File: src/rtl/usb_tx_pkg.sv
// Shared USB transmit definitions: packet kinds, CRC selector codes, PID values
// and the FSM state encoding used by the packet serializer.
package usb_tx_pkg;

  typedef enum logic [1:0] {
    KIND_SPECIAL   = 2'b00,
    KIND_TOKEN     = 2'b01,
    KIND_HANDSHAKE = 2'b10,
    KIND_DATA      = 2'b11
  } pkt_kind_e;

  localparam logic [1:0] CRC_SEL_NONE = 2'b00;
  localparam logic [1:0] CRC_SEL_5    = 2'b01;
  localparam logic [1:0] CRC_SEL_16   = 2'b10;

  localparam logic [7:0] PID_ACK   = 8'hD2;
  localparam logic [7:0] PID_NAK   = 8'h5A;
  localparam logic [7:0] PID_OUT   = 8'hE1;
  localparam logic [7:0] PID_IN    = 8'h69;
  localparam logic [7:0] PID_DATA0 = 8'hC3;
  localparam logic [7:0] PID_DATA1 = 8'h4B;

  localparam int SYNC_BITS_DEFAULT = 8;

  typedef enum logic [2:0] {
    ST_IDLE      = 3'd0,
    ST_SYNC      = 3'd1,
    ST_PID       = 3'd2,
    ST_BODY      = 3'd3,
    ST_WAIT_DONE = 3'd4
  } tx_state_e;

  // Tokens carry CRC5, data packets CRC16, everything else is unprotected.
  function automatic logic [1:0] kind_to_crc(input logic [1:0] kind);
    case (pkt_kind_e'(kind))
      KIND_TOKEN: return CRC_SEL_5;
      KIND_DATA:  return CRC_SEL_16;
      default:    return CRC_SEL_NONE;
    endcase
  endfunction

endpackage

File: src/rtl/usb_bit_counter.sv
// Up-counter with synchronous clear (priority) and count enable.
module usb_bit_counter #(
  parameter int W = 8
) (
  input  logic         clk,
  input  logic         rst_n,
  input  logic         clr,
  input  logic         en,
  output logic [W-1:0] cnt
);

  always_ff @(posedge clk or negedge rst_n) begin
    if (!rst_n) begin
      cnt <= '0;
    end else if (clr) begin
      cnt <= '0;
    end else if (en) begin
      cnt <= cnt + W'(1);
    end
  end

endmodule

File: src/rtl/usb_pkt_serializer.sv
// USB transmit packet serializer: SYNC, PID and body shifted out LSB first over a
// stallable bit stream, with CRC framing hints for the downstream CRC/stuff stage.
module usb_pkt_serializer
  import usb_tx_pkg::*;
#(
  parameter int MAX_PAYLOAD_BYTES = 8,
  parameter int SYNC_BITS         = SYNC_BITS_DEFAULT,
  localparam int MAXBITS          = 8 * (MAX_PAYLOAD_BYTES + 1),
  localparam int LENW             = $clog2(MAXBITS + 1)
) (
  input  logic               clk,
  input  logic               rst_n,
  input  logic               pkt_valid,
  output logic               pkt_ready,
  input  logic [1:0]         pkt_kind,
  input  logic [LENW-1:0]    pkt_bits,
  input  logic [MAXBITS-1:0] pkt_data,
  input  logic               abort,
  input  logic               tx_done,
  output logic               bit_out,
  output logic               bit_valid,
  input  logic               bit_ready,
  output logic               bit_last,
  output logic               crc_init,
  output logic [1:0]         crc_sel,
  output logic               crc_en,
  output logic               len_err
);

  localparam int CMAX = (SYNC_BITS > MAXBITS) ? SYNC_BITS : MAXBITS;
  localparam int CNTW = $clog2(CMAX + 1);
  localparam int IW   = $clog2(MAXBITS);
  localparam int AW   = ((CNTW > LENW) ? CNTW : LENW) + 1;

  tx_state_e          state_reg, state_next;
  logic [MAXBITS-1:0] data_reg;
  logic [LENW-1:0]    len_reg, len_next;
  logic [1:0]         crc_sel_reg;
  logic [CNTW-1:0]    cnt;
  logic               accept, fire, range_err, cnt_clr;
  logic [AW-1:0]      body_idx, len_ext;
  logic [IW-1:0]      pid_idx, data_idx;

  usb_bit_counter #(.W(CNTW)) u_cnt (
    .clk   (clk),
    .rst_n (rst_n),
    .clr   (cnt_clr),
    .en    (fire),
    .cnt   (cnt)
  );

  assign range_err = (pkt_bits < LENW'(8)) || (pkt_bits > LENW'(MAXBITS));
  assign accept    = (state_reg == ST_IDLE) && pkt_valid && !abort;
  assign fire      = bit_valid && bit_ready;
  assign cnt_clr   = (state_next != state_reg);
  // Body bits follow the 8 PID bits, so the body index is offset by 8.
  assign body_idx  = AW'(cnt) + AW'(8);
  assign len_ext   = AW'(len_reg);
  assign pid_idx   = IW'(cnt);
  assign data_idx  = IW'(body_idx);
  assign crc_sel   = crc_sel_reg;

  always_comb begin
    len_next = pkt_bits;
    if (pkt_bits < LENW'(8)) begin
      len_next = LENW'(8);
    end else if (pkt_bits > LENW'(MAXBITS)) begin
      len_next = LENW'(MAXBITS);
    end
  end

  always_comb begin
    state_next = state_reg;
    pkt_ready  = 1'b0;
    bit_valid  = 1'b0;
    bit_out    = 1'b0;
    bit_last   = 1'b0;
    crc_en     = 1'b0;
    crc_init   = 1'b0;
    len_err    = 1'b0;
    case (state_reg)
      ST_IDLE: begin
        pkt_ready = 1'b1;
        if (accept) begin
          crc_init   = 1'b1;
          len_err    = range_err;
          state_next = ST_SYNC;
        end
      end
      ST_SYNC: begin
        bit_valid = 1'b1;
        bit_out   = (cnt == CNTW'(SYNC_BITS - 1));
        if (bit_ready && bit_out) begin
          state_next = ST_PID;
        end
      end
      ST_PID: begin
        bit_valid = 1'b1;
        bit_out   = data_reg[pid_idx];
        bit_last  = (len_reg == LENW'(8)) && (cnt == CNTW'(7));
        if (bit_ready && (cnt == CNTW'(7))) begin
          state_next = bit_last ? ST_WAIT_DONE : ST_BODY;
        end
      end
      ST_BODY: begin
        bit_valid = 1'b1;
        bit_out   = data_reg[data_idx];
        bit_last  = (body_idx == len_ext - AW'(1));
        crc_en    = (crc_sel_reg != CRC_SEL_NONE);
        if (bit_ready && bit_last) begin
          state_next = ST_WAIT_DONE;
        end
      end
      ST_WAIT_DONE: begin
        if (tx_done) begin
          state_next = ST_IDLE;
        end
      end
      default: state_next = ST_IDLE;
    endcase
    if (abort && (state_reg != ST_IDLE)) begin
      state_next = ST_IDLE;
    end
  end

  always_ff @(posedge clk or negedge rst_n) begin
    if (!rst_n) begin
      state_reg   <= ST_IDLE;
      data_reg    <= '0;
      len_reg     <= LENW'(8);
      crc_sel_reg <= CRC_SEL_NONE;
    end else begin
      state_reg <= state_next;
      if (accept) begin
        data_reg    <= pkt_data;
        len_reg     <= len_next;
        crc_sel_reg <= kind_to_crc(pkt_kind);
      end else if (state_next == ST_IDLE) begin
        crc_sel_reg <= CRC_SEL_NONE;
      end
    end
  end

endmodule

File: config.mk
export PLATFORM = sky130hd
export DESIGN_NAME = usb_pkt_serializer
export DESIGN_NICKNAME = d
export VERILOG_FILES = /design/src/rtl/usb_tx_pkg.sv /design/src/rtl/usb_bit_counter.sv /design/src/rtl/usb_pkt_serializer.sv
export SDC_FILE = /design/constraint.sdc
export NUM_CORES = 1
export LEC_CHECK = 0
export ABC_CLOCK_PERIOD_IN_PS = 2900
export BUFFER_PORTS_ARGS = -buffer_cell sky130_fd_sc_hd__clkbuf_2
export CORE_AREA = 2 2 122 147
export CTS_CLUSTER_SIZE = 28
export DETAILED_ROUTE_END_ITERATION = 6
export DIE_AREA = 0 0 124 149
export PLACE_DENSITY = 0.46
export SLEW_MARGIN = 0
export SYNTH_ARGS = -nofsm -noshare
export SYNTH_HDL_FRONTEND = slang
export SYNTH_SLANG_ARGS = --single-unit
File: constraint.sdc
create_clock -name clk -period 2.9 [get_ports clk]
set_clock_uncertainty 0.05 [all_clocks]
set_input_delay 0.58 -clock clk [delete_from_list [all_inputs] [get_ports clk]]
set_output_delay 0.58 -clock clk [all_outputs]
set_load 0.02 [all_outputs]
==> metrics.md <==
| Metric | Value |
|---|---|
| TNS Setup | -0.458 ns |
| RR Endpoint | u_cnt.cnt[2]$_DFFE_PN0P_ |
| Final WS setup | -0.344 ns |
| Core area | around 0.017 sq mm |
| CTS root buf | clkbuf_16 |
| RR Startpoint | u_cnt.cnt[0]$_DFFE_PN0P_ |
| Row count | 53 |
| R2R cell count | 8 |
| Clock sinks | between 90 and 100 |
| Max frequency | slightly above 300 MHz |
| Full die area | roughly 0.018 sq mm |
| R2R Setup Slk | between 0.2 and 0.3 ns |
| Latest clock arrival within the worst-skew pair | about 0.35 ns |
| CTS Buffer Depth | 2 |
| Post-synthesis sequential area ratio | a little under half |
| Max-slew violations | 0 |
| Remaining routing DRC violations | 0 |
| Port Buffers | 95 |
| Max FFs per register | around 70 |
| Tot GR Track Use | about 16% |
| Most frequent cells in the layout | nand2_1 (246), clkbuf_2 (92), dfrtp_1 (87), buf_4 (32), nor2_1 (22) |
| IO Pins | 96 |
| Pwr Density | 916 mW/mm^2 |
| Overall via count from detail_route | 4370 |
| Outcome | complete, but fails checks |
| Final hold vios | 0 |
| Setup violations, final | 2 |
| First-pass iteration count of the detailed router | 4 |
| Nets | ~770 |
| Final GP Congestion | about 0.84 |
| CTS Buf Count | 9 |
| Dominant synthesized flop cell | dfrtp_1 |
| Buffers & Inverters on Critical Path | 2 |
| Via density | between 4 and 5 |
| CP top delay family | multiplexers |
| Pin count of the biggest net entering global routing | 68 |
| CP Class | reg -> out |
| First-pass GRT wire length | between 20000 and 25000 um |
| Synth warnings | 0 |
| Worst-path fanout max | 6 |
| Final HPWL DP | around 10000 um |
| Failing checks | negative setup slack |
| Worst path required time | ~2.3 ns |
| Critical Path Sink Type | primary output |
| Cts hold-fix bufs | 0 |
| Die Y | 149 um |
| Antenna Nets Post-Route | 0 |
| CP Cell Sequence | buf_6 > mux2i_1 > mux4_2 > and3_1 > o41ai_2 > nand3_1 > o211ai_1 > buf_4 |
| CP max-delay cell | dfrtp_2 |
| Wirelength per Cell | about 16 um |
| Max-Cap Viols | 0 |
| Max VDD drop | about 0.39 mV |
| Max stage delay on crit path | around 0.47 ns |
| Cell taking the most area after synthesis | dfrtp_1 |
| Ys async rst share | 100% |
| Static leakage | 3.05 nW |
| Commonest non-fill, non-tap cell in the layout | nand2_1 |
| Hold crit path type | in -> async |
| Dpl ws | -0.150 ns |
| Area grow syn2layout | 26.1% |
| Final min period | about 3.2 ns |
| Yosys cell types | 59 |
| RSZ-0062 raised after global routing | true |
| Post-synth EDFFs | 0 |
| Post-synth top area share | 44.7% |
| Vias in the first global route | around 4600 |
| Total gr overflow | 0 |
| Slew @ Worst Pin | between 0.8 and 0.9 ns |
| Mapped Nets | approximately 670 |
| Chip Width | around 120 um |
| Fin crit share | 112% |
| Mean Syn Cell Area | ~8.7 sq um |
| Arrival @ worst endpoint | between 2 and 3 ns |
| Gate count of the mapped netlist | around 580 |
| Share of layout cells above drive strength 1 | around 27% |
| Seq cells post-synth | 91 |
| H-Tree Depth | 3 |
| Post-Syn Area | around 0.0050 sq mm |
| Slew HR | between 40% and 50% |
| CP startpoint | u_cnt.cnt[2]$_DFFE_PN0P_ |
| Initial Utilization | a little under 30% |
| Antenna cell count | 0 |
| Clk slew on worst S/H paths | approximately 0.070 ns |
| Critical Path Source Type | flip-flop |
| Initial antenna violation count | 0 |
| Top post-synthesis cells by area | dfrtp_1 (45%), nand2_1 (18%), mux4_2 (6.7%) |
| Detailed Route WL | between 10000 and 15000 um |
| 1st-iter DRT viols | approximately 220 |
| TritonCTS clock tree | done |
==> final cells by class <==
class	instances	area (sq um)
multi-input combinational	443	2610
clock inverter	6	136
sequential	91	2280
tap	220	275
timing repair buffer	128	777
fill	1820	10900
clock buffer	10	239
inverter	9	33.8
==> cells in the mapped netlist, types with 3 or more instances <==
master      n
a21oi_1    14
and3_1      3
buf_2       5
buf_4       5
clkbuf_1   23
dfrtp_1    90
ha_1        3
inv_1       9
mux2_2      3
mux2i_1    21
mux4_2     15
nand2_1   246
nand3_1     9
nand3b_1    3
nand4_1     5
nor2_1     22
nor2b_1     3
nor3_1     18
nor3b_1     3
o21ai_0     8
o22ai_1     6
or4_1       3
xnor2_1    12
xor2_1      4
==> stage by stage <==
stage	instance area [sq um]	total power, W	utilization, %	instances	hold WS, ns
floorplan	5040	0.00360	-	578	0.234
global placement	5860	0.00427	34.0	884	0.407
detailed placement	5860	0.00432	34.0	884	0.410
CTS	6310	0.00587	36.6	905	0.353
global route	6350	0.00624	36.8	907	0.343
finish	6350	0.00582	36.8	907	0.283
==> power by group <==
group | total (W) | internal (W) | switching [W]
logic | 0.00214 | 0.00107 | 0.00108
registers | 0.00221 | 0.00182 | 0.000394
clock network | 0.00146 | 0.000954 | 0.000506
total | 0.00582 | 0.00384 | 0.00198
==> cells by family (layout without fill, tap and decap cells) <==
kind of cell | Yosys count | after routing | share of synthesized area [%]
flops | 91 | 91 | 45.2
fa+ha+maj | 3 | 3 | 0.745
xor+xnor | 16 | 16 | 2.78
buf+inv | 44 | 153 | 3.92
compound gates | 52 | 52 | 7.15
mux | 39 | 39 | 11.5
simple gates | 333 | 333 | 28.6
==> worst max-delay path by stage <==
| stage | to | slack (ns) | cells past startpoint |
|---|---|---|---|
| 2_1_floorplan | bit_last | 0.14 | 7 |
| 3_3_place_gp | bit_out | -0.1 | 8 |
| 3_5_place_dp | bit_out | -0.15 | 7 |
| 4_1_cts | bit_out | -0.38 | 8 |
| 5_1_grt | bit_out | -0.45 | 8 |
| 6_report | bit_out | -0.34 | 8 |
==> metal layers <==
metal | global-route usage (%) | wire length, um
met3 | 2.79 | 535
met2 | 27.1 | 7190
met5 | 0 | 0
met1 | 19.8 | 6080
met4 | 6.40 | 288
==> what timing repair did <==
item / in CTS / in global routing
endpoints found under the setup margin: 2 / 2
cloned: 0 / 1
buffers inserted: 5 / 1
resized for setup: 11 / 4
pin swaps: 7 / 3
Note: power is estimated with default switching activity, not from simulation.
